### src/rtl/remote_cmd_sched.sv
// Remote-side command scheduler: queues {cmd,data} requests, launches them to RemoteComm one at a
// time, checks each response against ACK and retries on NAK/timeout before retiring the entry.
module remote_cmd_sched #(
    parameter int         DEPTH     = 4,
    parameter int         TMO_CYC   = 200000,
    parameter int         MAX_RETRY = 2,
    parameter logic [7:0] ACK       = 8'hA5
) (
    input  logic        clk,
    input  logic        rst_n,
    input  logic        cq_wr,
    input  logic [7:0]  cq_cmd,
    input  logic [15:0] cq_data,
    output logic        q_full,
    output logic        q_empty,
    output logic        send_cmd,
    output logic [7:0]  cmd,
    output logic [15:0] data,
    input  logic        cmd_sent,
    input  logic        resp_rdy,
    input  logic [7:0]  resp,
    output logic        clr_resp_rdy,
    output logic        busy,
    output logic        done,
    output logic        done_ok,
    output logic        err,
    output logic [7:0]  err_cmd,
    input  logic        clr_err
);
    localparam int AW = $clog2(DEPTH);
    localparam int TW = $clog2(TMO_CYC + 1);
    localparam int RW = (MAX_RETRY > 0) ? $clog2(MAX_RETRY + 1) : 1;
    localparam logic [AW:0]   CNT_FULL   = (AW + 1)'(DEPTH);
    localparam logic [AW:0]   CNT_ONE    = (AW + 1)'(1);
    localparam logic [AW-1:0] PTR_ONE    = AW'(1);
    localparam logic [TW-1:0] TMO_LAST   = TW'(TMO_CYC - 1);
    localparam logic [TW-1:0] TMO_SAT    = {TW{1'b1}};
    localparam logic [RW-1:0] RETRY_LAST = RW'(MAX_RETRY);

    typedef enum logic [2:0] {
        IDLE   = 3'd0,
        LAUNCH = 3'd1,
        TX     = 3'd2,
        RESP   = 3'd3,
        EVAL   = 3'd4
    } state_t;

    logic [7:0]    cmd_mem_r  [DEPTH];
    logic [15:0]   data_mem_r [DEPTH];
    logic [AW-1:0] wr_ptr_r;
    logic [AW-1:0] rd_ptr_r;
    logic [AW:0]   count_r;
    logic [AW:0]   count_nxt_s;
    logic          q_full_r;
    logic          q_empty_r;
    logic          push_s;
    logic          pop_s;
    logic          success_s;

    state_t        state_r;
    logic [RW-1:0] retry_cnt_r;
    logic [TW-1:0] tmo_cnt_r;
    logic          timeout_r;
    logic [7:0]    resp_r;
    logic          send_cmd_r;
    logic          clr_resp_rdy_r;
    logic          busy_r;
    logic          done_r;
    logic          done_ok_r;
    logic          err_r;
    logic [7:0]    err_cmd_r;

    assign q_full       = q_full_r;
    assign q_empty      = q_empty_r;
    assign cmd          = cmd_mem_r[rd_ptr_r];
    assign data         = data_mem_r[rd_ptr_r];
    assign send_cmd     = send_cmd_r;
    assign clr_resp_rdy = clr_resp_rdy_r;
    assign busy         = busy_r;
    assign done         = done_r;
    assign done_ok      = done_ok_r;
    assign err          = err_r;
    assign err_cmd      = err_cmd_r;

    // Push/pop decisions and next occupancy; a full queue rejects writes even when popping.
    always_comb begin
        push_s    = cq_wr && !q_full_r;
        success_s = !timeout_r && (resp_r == ACK);
        if (state_r == EVAL) begin
            pop_s = success_s || (retry_cnt_r == RETRY_LAST);
        end else begin
            pop_s = 1'b0;
        end
        case ({push_s, pop_s})
            2'b10:   count_nxt_s = count_r + CNT_ONE;
            2'b01:   count_nxt_s = count_r - CNT_ONE;
            default: count_nxt_s = count_r;
        endcase
    end

    // Request FIFO storage, pointers and registered full/empty flags.
    always_ff @(posedge clk) begin
        if (!rst_n) begin
            wr_ptr_r  <= '0;
            rd_ptr_r  <= '0;
            count_r   <= '0;
            q_full_r  <= 1'b0;
            q_empty_r <= 1'b1;
            for (int i = 0; i < DEPTH; i++) begin
                cmd_mem_r[i]  <= 8'h00;
                data_mem_r[i] <= 16'h0000;
            end
        end else begin
            if (push_s) begin
                cmd_mem_r[wr_ptr_r]  <= cq_cmd;
                data_mem_r[wr_ptr_r] <= cq_data;
                wr_ptr_r             <= wr_ptr_r + PTR_ONE;
            end
            if (pop_s) begin
                rd_ptr_r <= rd_ptr_r + PTR_ONE;
            end
            count_r   <= count_nxt_s;
            q_full_r  <= (count_nxt_s == CNT_FULL);
            q_empty_r <= (count_nxt_s == '0);
        end
    end

    // Transaction FSM with registered handshake and status outputs.
    always_ff @(posedge clk) begin
        if (!rst_n) begin
            state_r        <= IDLE;
            retry_cnt_r    <= '0;
            tmo_cnt_r      <= '0;
            timeout_r      <= 1'b0;
            resp_r         <= 8'h00;
            send_cmd_r     <= 1'b0;
            clr_resp_rdy_r <= 1'b0;
            busy_r         <= 1'b0;
            done_r         <= 1'b0;
            done_ok_r      <= 1'b0;
            err_r          <= 1'b0;
            err_cmd_r      <= 8'h00;
        end else begin
            send_cmd_r     <= 1'b0;
            clr_resp_rdy_r <= 1'b0;
            done_r         <= 1'b0;
            // A failing retirement below overrides this clear in the same cycle.
            if (clr_err) begin
                err_r <= 1'b0;
            end
            case (state_r)
                IDLE: begin
                    if (!q_empty_r) begin
                        state_r    <= LAUNCH;
                        send_cmd_r <= 1'b1;
                        busy_r     <= 1'b1;
                    end
                end
                LAUNCH: begin
                    tmo_cnt_r <= '0;
                    state_r   <= TX;
                end
                TX: begin
                    if (cmd_sent) begin
                        tmo_cnt_r <= '0;
                        state_r   <= RESP;
                    end
                end
                RESP: begin
                    if (tmo_cnt_r != TMO_SAT) begin
                        tmo_cnt_r <= tmo_cnt_r + TW'(1);
                    end
                    if (resp_rdy) begin
                        clr_resp_rdy_r <= 1'b1;
                        resp_r         <= resp;
                        timeout_r      <= 1'b0;
                        state_r        <= EVAL;
                    end else if (tmo_cnt_r == TMO_LAST) begin
                        timeout_r <= 1'b1;
                        state_r   <= EVAL;
                    end
                end
                EVAL: begin
                    if (success_s) begin
                        done_r      <= 1'b1;
                        done_ok_r   <= 1'b1;
                        retry_cnt_r <= '0;
                        busy_r      <= 1'b0;
                        state_r     <= IDLE;
                    end else if (retry_cnt_r < RETRY_LAST) begin
                        retry_cnt_r <= retry_cnt_r + RW'(1);
                        send_cmd_r  <= 1'b1;
                        state_r     <= LAUNCH;
                    end else begin
                        done_r      <= 1'b1;
                        done_ok_r   <= 1'b0;
                        err_r       <= 1'b1;
                        err_cmd_r   <= cmd_mem_r[rd_ptr_r];
                        retry_cnt_r <= '0;
                        busy_r      <= 1'b0;
                        state_r     <= IDLE;
                    end
                end
                default: begin
                    busy_r  <= 1'b0;
                    state_r <= IDLE;
                end
            endcase
        end
    end
endmodule

### config.mk
export PLATFORM = sky130hd
export DESIGN_NAME = remote_cmd_sched
export DESIGN_NICKNAME = d
export VERILOG_FILES = /design/src/rtl/remote_cmd_sched.sv
export SDC_FILE = /design/constraint.sdc
export NUM_CORES = 1
export LEC_CHECK = 0
export CAP_MARGIN = 20
export CELL_PAD_IN_SITES_DETAIL_PLACEMENT = 1
export CELL_PAD_IN_SITES_GLOBAL_PLACEMENT = 2
export CORE_MARGIN = 5
export CORE_UTILIZATION = 36
export CTS_BUF_LIST = sky130_fd_sc_hd__clkbuf_4 sky130_fd_sc_hd__clkbuf_8
export DETAILED_ROUTE_END_ITERATION = 10
export PLACE_DENSITY = 0.87
export SETUP_SLACK_MARGIN = 0.15
export SLEW_MARGIN = 0
export SYNTH_ARGS = -nofsm -noshare
export SYNTH_HDL_FRONTEND = slang
export SYNTH_SLANG_ARGS = --single-unit
### constraint.sdc
create_clock -name clk -period 3.26 [get_ports clk]
set_input_delay 0.652 -clock clk [delete_from_list [all_inputs] [get_ports clk]]
set_output_delay 0.652 -clock clk [all_outputs]
set_load 0.02 [all_outputs]
==> results of run 1 <==
## final cells by class
type	count	area (um2)	area share
well taps	260	325	0.0387
clock inverters	15	138	0.0164
flip-flops and latches	153	4030	0.479
clock buffers	17	234	0.0278
multi-input cells	356	2730	0.325
repair buffers	96	921	0.110
inverters	8	30.0	0.00357
## registers in the layout, indices dropped and copies added (netlist names), named ones only
signal / cells
err_cmd: 8
cmd_mem_r: 32
state_r: 3
q_empty: 1
count_r: 3
rd_ptr_r: 2
retry_cnt_r: 2
busy: 1
err: 1
resp_r: 8
data_mem_r: 64
wr_ptr_r: 2
done: 1
send_cmd: 1
clr_resp_rdy: 1
timeout_r: 1
q_full: 1
done_ok: 1
tmo_cnt_r: 18
## kinds of logic (layout without fill, tap and decap cells)
kind of cell	Yosys count	count (layout)	synth area share
mux	39	39	0.0998
compound gates	77	77	0.0821
simple gates	234	234	0.196
xor+xnor	3	3	0.00380
buf+inv	44	136	0.0302
flops	153	153	0.581
fa+ha+maj	3	3	0.00651
## how the worst min path moves through the flow
stage | from | endpoint | slack [ns] | cells after the start
CTS | resp_r[5] | resp_r[5] | 0.46 | 2
detailed placement | resp_r[5] | resp_r[5] | 0.45 | 2
finish | resp_r[5] | resp_r[5] | 0.46 | 2
floorplan | resp_r[6] | resp_r[6] | 0.43 | 2
global route | resp_r[7] | resp_r[7] | 0.49 | 2
global placement | resp_r[0] | resp_r[0] | 0.44 | 2
## critical path, delay by kind of cell (launching register included)
| kind | cells | cell delay (ns) |
|---|---|---|
| buf+inv | 2 | 0.81 |
| mux | 1 | 0.55 |
| flops | 1 | 0.49 |
## metrics by stage
step | power [W] | instances
global placement | 0.00272 | 873
CTS | 0.00413 | 905
global route | 0.00426 | 905
detailed placement | 0.00274 | 873
floorplan | 0.00251 | 553
finish | 0.00409 | 905
## routing by layer
layer	vias to the layer above	GRT usage	wire length [um]
li1	2227	-	-
met1	2379	0.200	7390
met2	101	0.285	9150
met3	27	0.0378	792
met4	0	0.0600	383
met5	-	0	0
## power groups by stage
stage          logic (W)  clock network (W)  registers (W)
4_1_cts         0.000483            0.00143        0.00222
3_3_place_gp    0.000465                  0        0.00225
3_5_place_dp    0.000479                  0        0.00226
6_report        0.000477            0.00139        0.00222
2_1_floorplan   0.000268                  0        0.00224
5_1_grt         0.000511            0.00152        0.00223
## cells in the final DEF, fill, tap and decap left out, types with 5 or more instances in the layout
| cell type | Yosys | layout |
|---|---|---|
| buf_4 | 6 | 18 |
| clkdlybuf4s50_1 | 0 | 76 |
| o21ai_0 | 7 | 5 |
| inv_1 | 8 | 8 |
| clkbuf_8 | 0 | 17 |
| nand2b_1 | 8 | 8 |
| nand4_1 | 6 | 6 |
| nand2_1 | 43 | 43 |
| mux2i_1 | 15 | 15 |
| edfxtp_1 | 96 | 96 |
| a21oi_1 | 22 | 22 |
| inv_6 | 0 | 6 |
| mux4_2 | 24 | 24 |
| and2_1 | 74 | 74 |
| nor2_1 | 23 | 23 |
| nand3_1 | 12 | 12 |
| and3_1 | 31 | 31 |
| o221ai_1 | 5 | 5 |
| nor3_1 | 7 | 6 |
| dfxtp_1 | 57 | 56 |
## what timing repair did
action,in CTS,in global routing
buffers inserted,0,0
endpoints found under the setup margin,11,0
resized for setup,1,0
==> reports/metrics.yaml, run 1 <==
sta:
  worst_hold_slack_ns: 0.458
  rsz0062_at_grt: "no"
  fin_ws_ns: 0.280
  post-route-min-period_ns: 2.98
  min_period_over_period: 0.914
  slew_headroom: 0.371
  tightestPinTransition_ns: 0.940
  finalSetupViolations: 0
  achievable-frequency_ghz: 0.336
  hold_viol_final: 0
  totalNegativeSetupSlack_ns: 0
  clock_skew_ns: 0.0107
  maxSlewViolCount: 0
synthesis:
  synth_edf_count: 96
  postSynthCellCount: 553
  netlist.area_leader.share: 0.416
  synth_common_cells: "96 x edfxtp_1, 74 x and2_1, 57 x dfxtp_1"
  yosysUniqueCellTypes: 68
  yosysTopAreaCell: "edfxtp_1"
  syn_avg_cell_area_um2: 12.5
  async_reset_ff_frac: 0
  ys.flop_type: "edfxtp_1"
  synth_nets: 594
  synth_warnings: 0
  synthTopCellsByArea: "edfxtp_1 42%, dfxtp_1 16%, mux4_2 7.8%"
  ys_ff_latch: 153
  syn_area_um2: 6920
  seq_area_frac_synth: 0.581
  yosysMostFrequentCell: "edfxtp_1"
clocking:
  cts.sinks: 153
  tritoncts: "done"
  cts-root-buf: "clkbuf_8"
  holdBufCountCts: 0
  path_clk_slew_ns: 0.09
  cts_made_buffers: 17
  clk_latency_ns: 0.46
  clockBufferDepth: 2
  cts-htree-levels: 4
global_route:
  grt_pass1_wl_um: 28200
  grt_pass1_vias: 5181
  grt_max_degree: 29
  grt_usage: 0.164
  gr-total-overflow: 0
  antenna_found_initial: 0
run_status:
  status: "completed"
flow_run:
  drv_cap: 0
floorplanning:
  fp.dieW_um: 149
  die_y_um: 149
  die-area_um2: 22100
  placementRows: 50
  coreArea_um2: 18800
  io_pins: 78
  initial_core_util: 0.368
routing:
  num_vias: 4734
  drt_iter0_markers: 285
  drt-vias-per-instance: 5.23
  antenna_left: 0
  drt-total-wl_um: 17700
  dr.pass1.iters: 4
  drc: 0
  routedWlPerCell_um: 19.6
power_and_ir_drop:
  internal_power_w: 0.00299
  p_sw_w: 0.00109
  swShare: 0.268
  max-vdd-ir-drop_mv: 0.246
  pwr-share-clk: 0.341
  leakage_nw: 3.00
  powerDensity_nw_per_um2: 486
  share_seq_of_total_power: 0.542
  pwr-share-comb: 0.117
critical_path:
  crit_path_max_incr_delay_ns: 0.56
  cpMaxStageDelayCell: "clkdlybuf4s50_1"
  crit_chain: "buf_4, mux4_2, clkdlybuf4s50_1"
  r2r_end: "q_full"
  cp.required_ns: 2.61
  cp.arrival_ns: 2.33
  endpoint: "cmd[4]"
  ff2ff_setup_slack_ns: 0.68
  critPathKind: "reg2out"
  reg2reg_depth: 9
  reg2reg_from: "state_r[0]"
  crit_path_end_kind: "output port"
  worstPathMaxFanout: 11
  startpoint_type: "register"
layout:
  final_design_area_no_fill_um2: 8400
  nFillCells: 1967
  antennaDiodeCount: 0
  fin_util: 0.446
  fin_nets: 673
  layout-drive-gt1-share: 0.150
  synthToLayoutAreaGrowth_pct: 21.4
min_path:
  min_path_type: "reg2reg"
place:
  place.gp.congestion: 0.821
  post-place-ws_ns: 0.311
  dpl_cell_area_um2: 8030
  port_buffers: 77
  hpwl_um: 12200
(Power assumes the default switching activity.)
==> run 2, diff against run 1 <==
--- a/config.mk
+++ b/config.mk
@@ -5,7 +5,6 @@
 export SDC_FILE = /design/constraint.sdc
 export NUM_CORES = 1
 export LEC_CHECK = 0
-export CAP_MARGIN = 20
 export CELL_PAD_IN_SITES_DETAIL_PLACEMENT = 1
 export CELL_PAD_IN_SITES_GLOBAL_PLACEMENT = 2
 export CORE_MARGIN = 5
@@ -14,7 +13,7 @@
 export DETAILED_ROUTE_END_ITERATION = 10
 export PLACE_DENSITY = 0.87
 export SETUP_SLACK_MARGIN = 0.15
-export SLEW_MARGIN = 0
+export SLEW_MARGIN = 40
 export SYNTH_ARGS = -nofsm -noshare
 export SYNTH_HDL_FRONTEND = slang
 export SYNTH_SLANG_ARGS = --single-unit
==> reports/metrics.yaml, run 2 (synthesized netlist as in run 1, its figures left out) <==
run_status:
  status: "completed"
place:
  dpl_cell_area_um2: 8040  # +0.11%
  hpwl_um: 12200  # +0.13%
  place.gp.congestion: 0.821  # unchanged
  dp_cells: 873  # unchanged
  port_buffers: 77  # unchanged
routing:
  drc: 0  # unchanged
  num_vias: 4755  # +0.44%
  antenna_left: 0  # unchanged
  drt-total-wl_um: 17700  # -0.14%
  dr.pass1.iters: 5  # +1
  drt-vias-per-instance: 5.25  # +0.44%
  drt_iter0_markers: 329  # +15%
  routedWlPerCell_um: 19.5  # -0.14%
sta:
  tightestPinTransition_ns: 0.655  # -0.285 ns
  finalSetupViolations: 0  # unchanged
  min_period_over_period: 0.913  # -0.000990
  worst_hold_slack_ns: 0.458  # -0.000319 ns
  post-route-min-period_ns: 2.98  # -0.00323 ns
  totalNegativeSetupSlack_ns: 0  # unchanged
  maxSlewViolCount: 0  # unchanged
  rsz0062_at_grt: "no"
  slew_headroom: 0.563  # +0.192
  achievable-frequency_ghz: 0.336  # +0.11%
  hold_viol_final: 0  # unchanged
  clock_skew_ns: 0.0138  # +0.00303 ns
global_route:
  antenna_found_initial: 0  # unchanged
  grt_pass1_wl_um: 28100  # about the same
  busiest_layer: "met2"
  grtUsageMet1: 0.201  # +0.00129
  met2_usage: 0.284  # -0.000909
  gr-total-overflow: 0  # unchanged
  grt_max_degree: 29  # unchanged
  grt_usage: 0.164  # -0.000683
  use_met3: 0.0344  # -0.00335
  grt_pass1_vias: 5138  # -0.83%
critical_path:
  crit_path_max_incr_delay_ns: 0.56  # about the same
  reg2reg_from: "state_r[0]"
  crit_path_end_kind: "output port"
  r2r_end: "q_full"
  cpMaxStageDelayCell: "clkdlybuf4s50_1"
  cp_top_family: "buffers and inverters"
  startpoint_type: "register"
  ff2ff_setup_slack_ns: 0.68  # about the same
  cp_num_buf_inv: 2  # unchanged
  critPathKind: "reg2out"
  reg2reg_depth: 9  # unchanged
  crit_chain: "buf_4, mux4_2, clkdlybuf4s50_1"
  worstPathMaxFanout: 11  # unchanged
  cp.required_ns: 2.61  # about the same
  cp.arrival_ns: 2.33  # about the same
clocking:
  path_clk_slew_ns: 0.10  # about the same
  cts.sinks: 153  # unchanged
  cts-root-buf: "clkbuf_8"
  cts-htree-levels: 4  # unchanged
  cts_made_buffers: 17  # unchanged
  holdBufCountCts: 0  # unchanged
  clk_latency_ns: 0.46  # about the same
  clockBufferDepth: 2  # unchanged
  tritoncts: "done"
floorplanning:
  fp.dieW_um: 149  # unchanged
  die-area_um2: 22100  # unchanged
  die_y_um: 149  # unchanged
  io_pins: 78  # unchanged
  coreArea_um2: 18800  # unchanged
  placementRows: 50  # unchanged
  initial_core_util: 0.368  # unchanged
layout:
  layout.cells.most_common_list: "96 x edfxtp_1, 76 x clkdlybuf4s50_1, 74 x and2_1, 56 x dfxtp_1, 43 x nand2_1"
  antennaDiodeCount: 0  # unchanged
  fin_util: 0.447  # +0.000532
  top_register: "data_mem_r"
  fin_nets: 673  # unchanged
  largest_register_ffs: 64  # unchanged
  layout-drive-gt1-share: 0.150  # unchanged
  final_common_cell: "edfxtp_1"
  layoutNonFillerInstCount: 905  # unchanged
  synthToLayoutAreaGrowth_pct: 21.6
  final_design_area_no_fill_um2: 8410  # +0.12%
  top_regs: "data_mem_r (64), cmd_mem_r (32), tmo_cnt_r (18)"
flow_run:
  drv_cap: 0  # unchanged
min_path:
  min_path_type: "reg2reg"
  holdPathEnd: "resp_r[5]"
  worstHoldStart: "resp_r[5]"
  holdPathStages: 2  # unchanged
power_and_ir_drop:
  powerDensity_nw_per_um2: 485  # -0.17%
  leakage_nw: 3.00  # +0.14%
  max-vdd-ir-drop_mv: 0.254  # +3.1%
[run 2: cell count changes in the layout (fill, tap and decap cells not counted)]
cell and delta:
a31oi_2 -1, a31oi_4 +1, clkinv_4 +1, clkinvlp_4 -1
[run 2: area by class of cell]
| cell class | count | area, um2 |
|---|---|---|
| clock buffers | 17 | 234 |
| fillers | 1959 | 10400 |
| multi-input cells | 356 | 2740 |
| clock inverters | 15 | 139 |
| well taps | 260 | 325 |
| inverters | 8 | 30.0 |
| flip-flops and latches | 153 | 4030 |
| repair buffers | 96 | 921 |
[run 2: where the power goes]
part / switching (W) / internal (W) / leakage [nW]
logic: 0.000265 / 0.000211 / 1.35
registers: 0.0000507 / 0.00217 / 1.47
clock network: 0.000775 / 0.000617 / 0.185
total: 0.00109 / 0.00299 / 3.00
[run 2: worst max-delay path by stage]
stage,endpoint,slack (ns),cells past startpoint
6_report,cmd[4],0.28,3
5_1_grt,cmd[4],0.16,3
4_1_cts,cmd[4],0.23,3
3_5_place_dp,q_full,0.31,9
3_3_place_gp,q_full,0.36,9
2_1_floorplan,cmd_mem_r[0][0],0.54,4
[run 2: routing by layer]
layer | routed length [um] | up-vias
li1 | - | 2229
met2 | 9240 | 110
met5 | 0 | -
met4 | 331 | 0
met1 | 7340 | 2391
met3 | 781 | 25
[run 2: through the flow]
| step | worst slack [ns] | power [W] |
|---|---|---|
| detailed placement | 0.311 | 0.00274 |
| global route | 0.160 | 0.00426 |
| floorplan | 0.541 | 0.00251 |
| global placement | 0.364 | 0.00272 |
| CTS | 0.232 | 0.00413 |
| finish | 0.283 | 0.00408 |
[run 2: worst min-delay path, stage by stage (launching register included)]
cell	delay (ns)
dfxtp_1	0.32
nand2_1	0.05
a21oi_1	0.05
[run 2: timing repair]
item | 4_1_cts | 5_1_grt
resized for setup | 1 | 0
buffers inserted | 0 | 0
setup endpoints to repair | 11 | 0
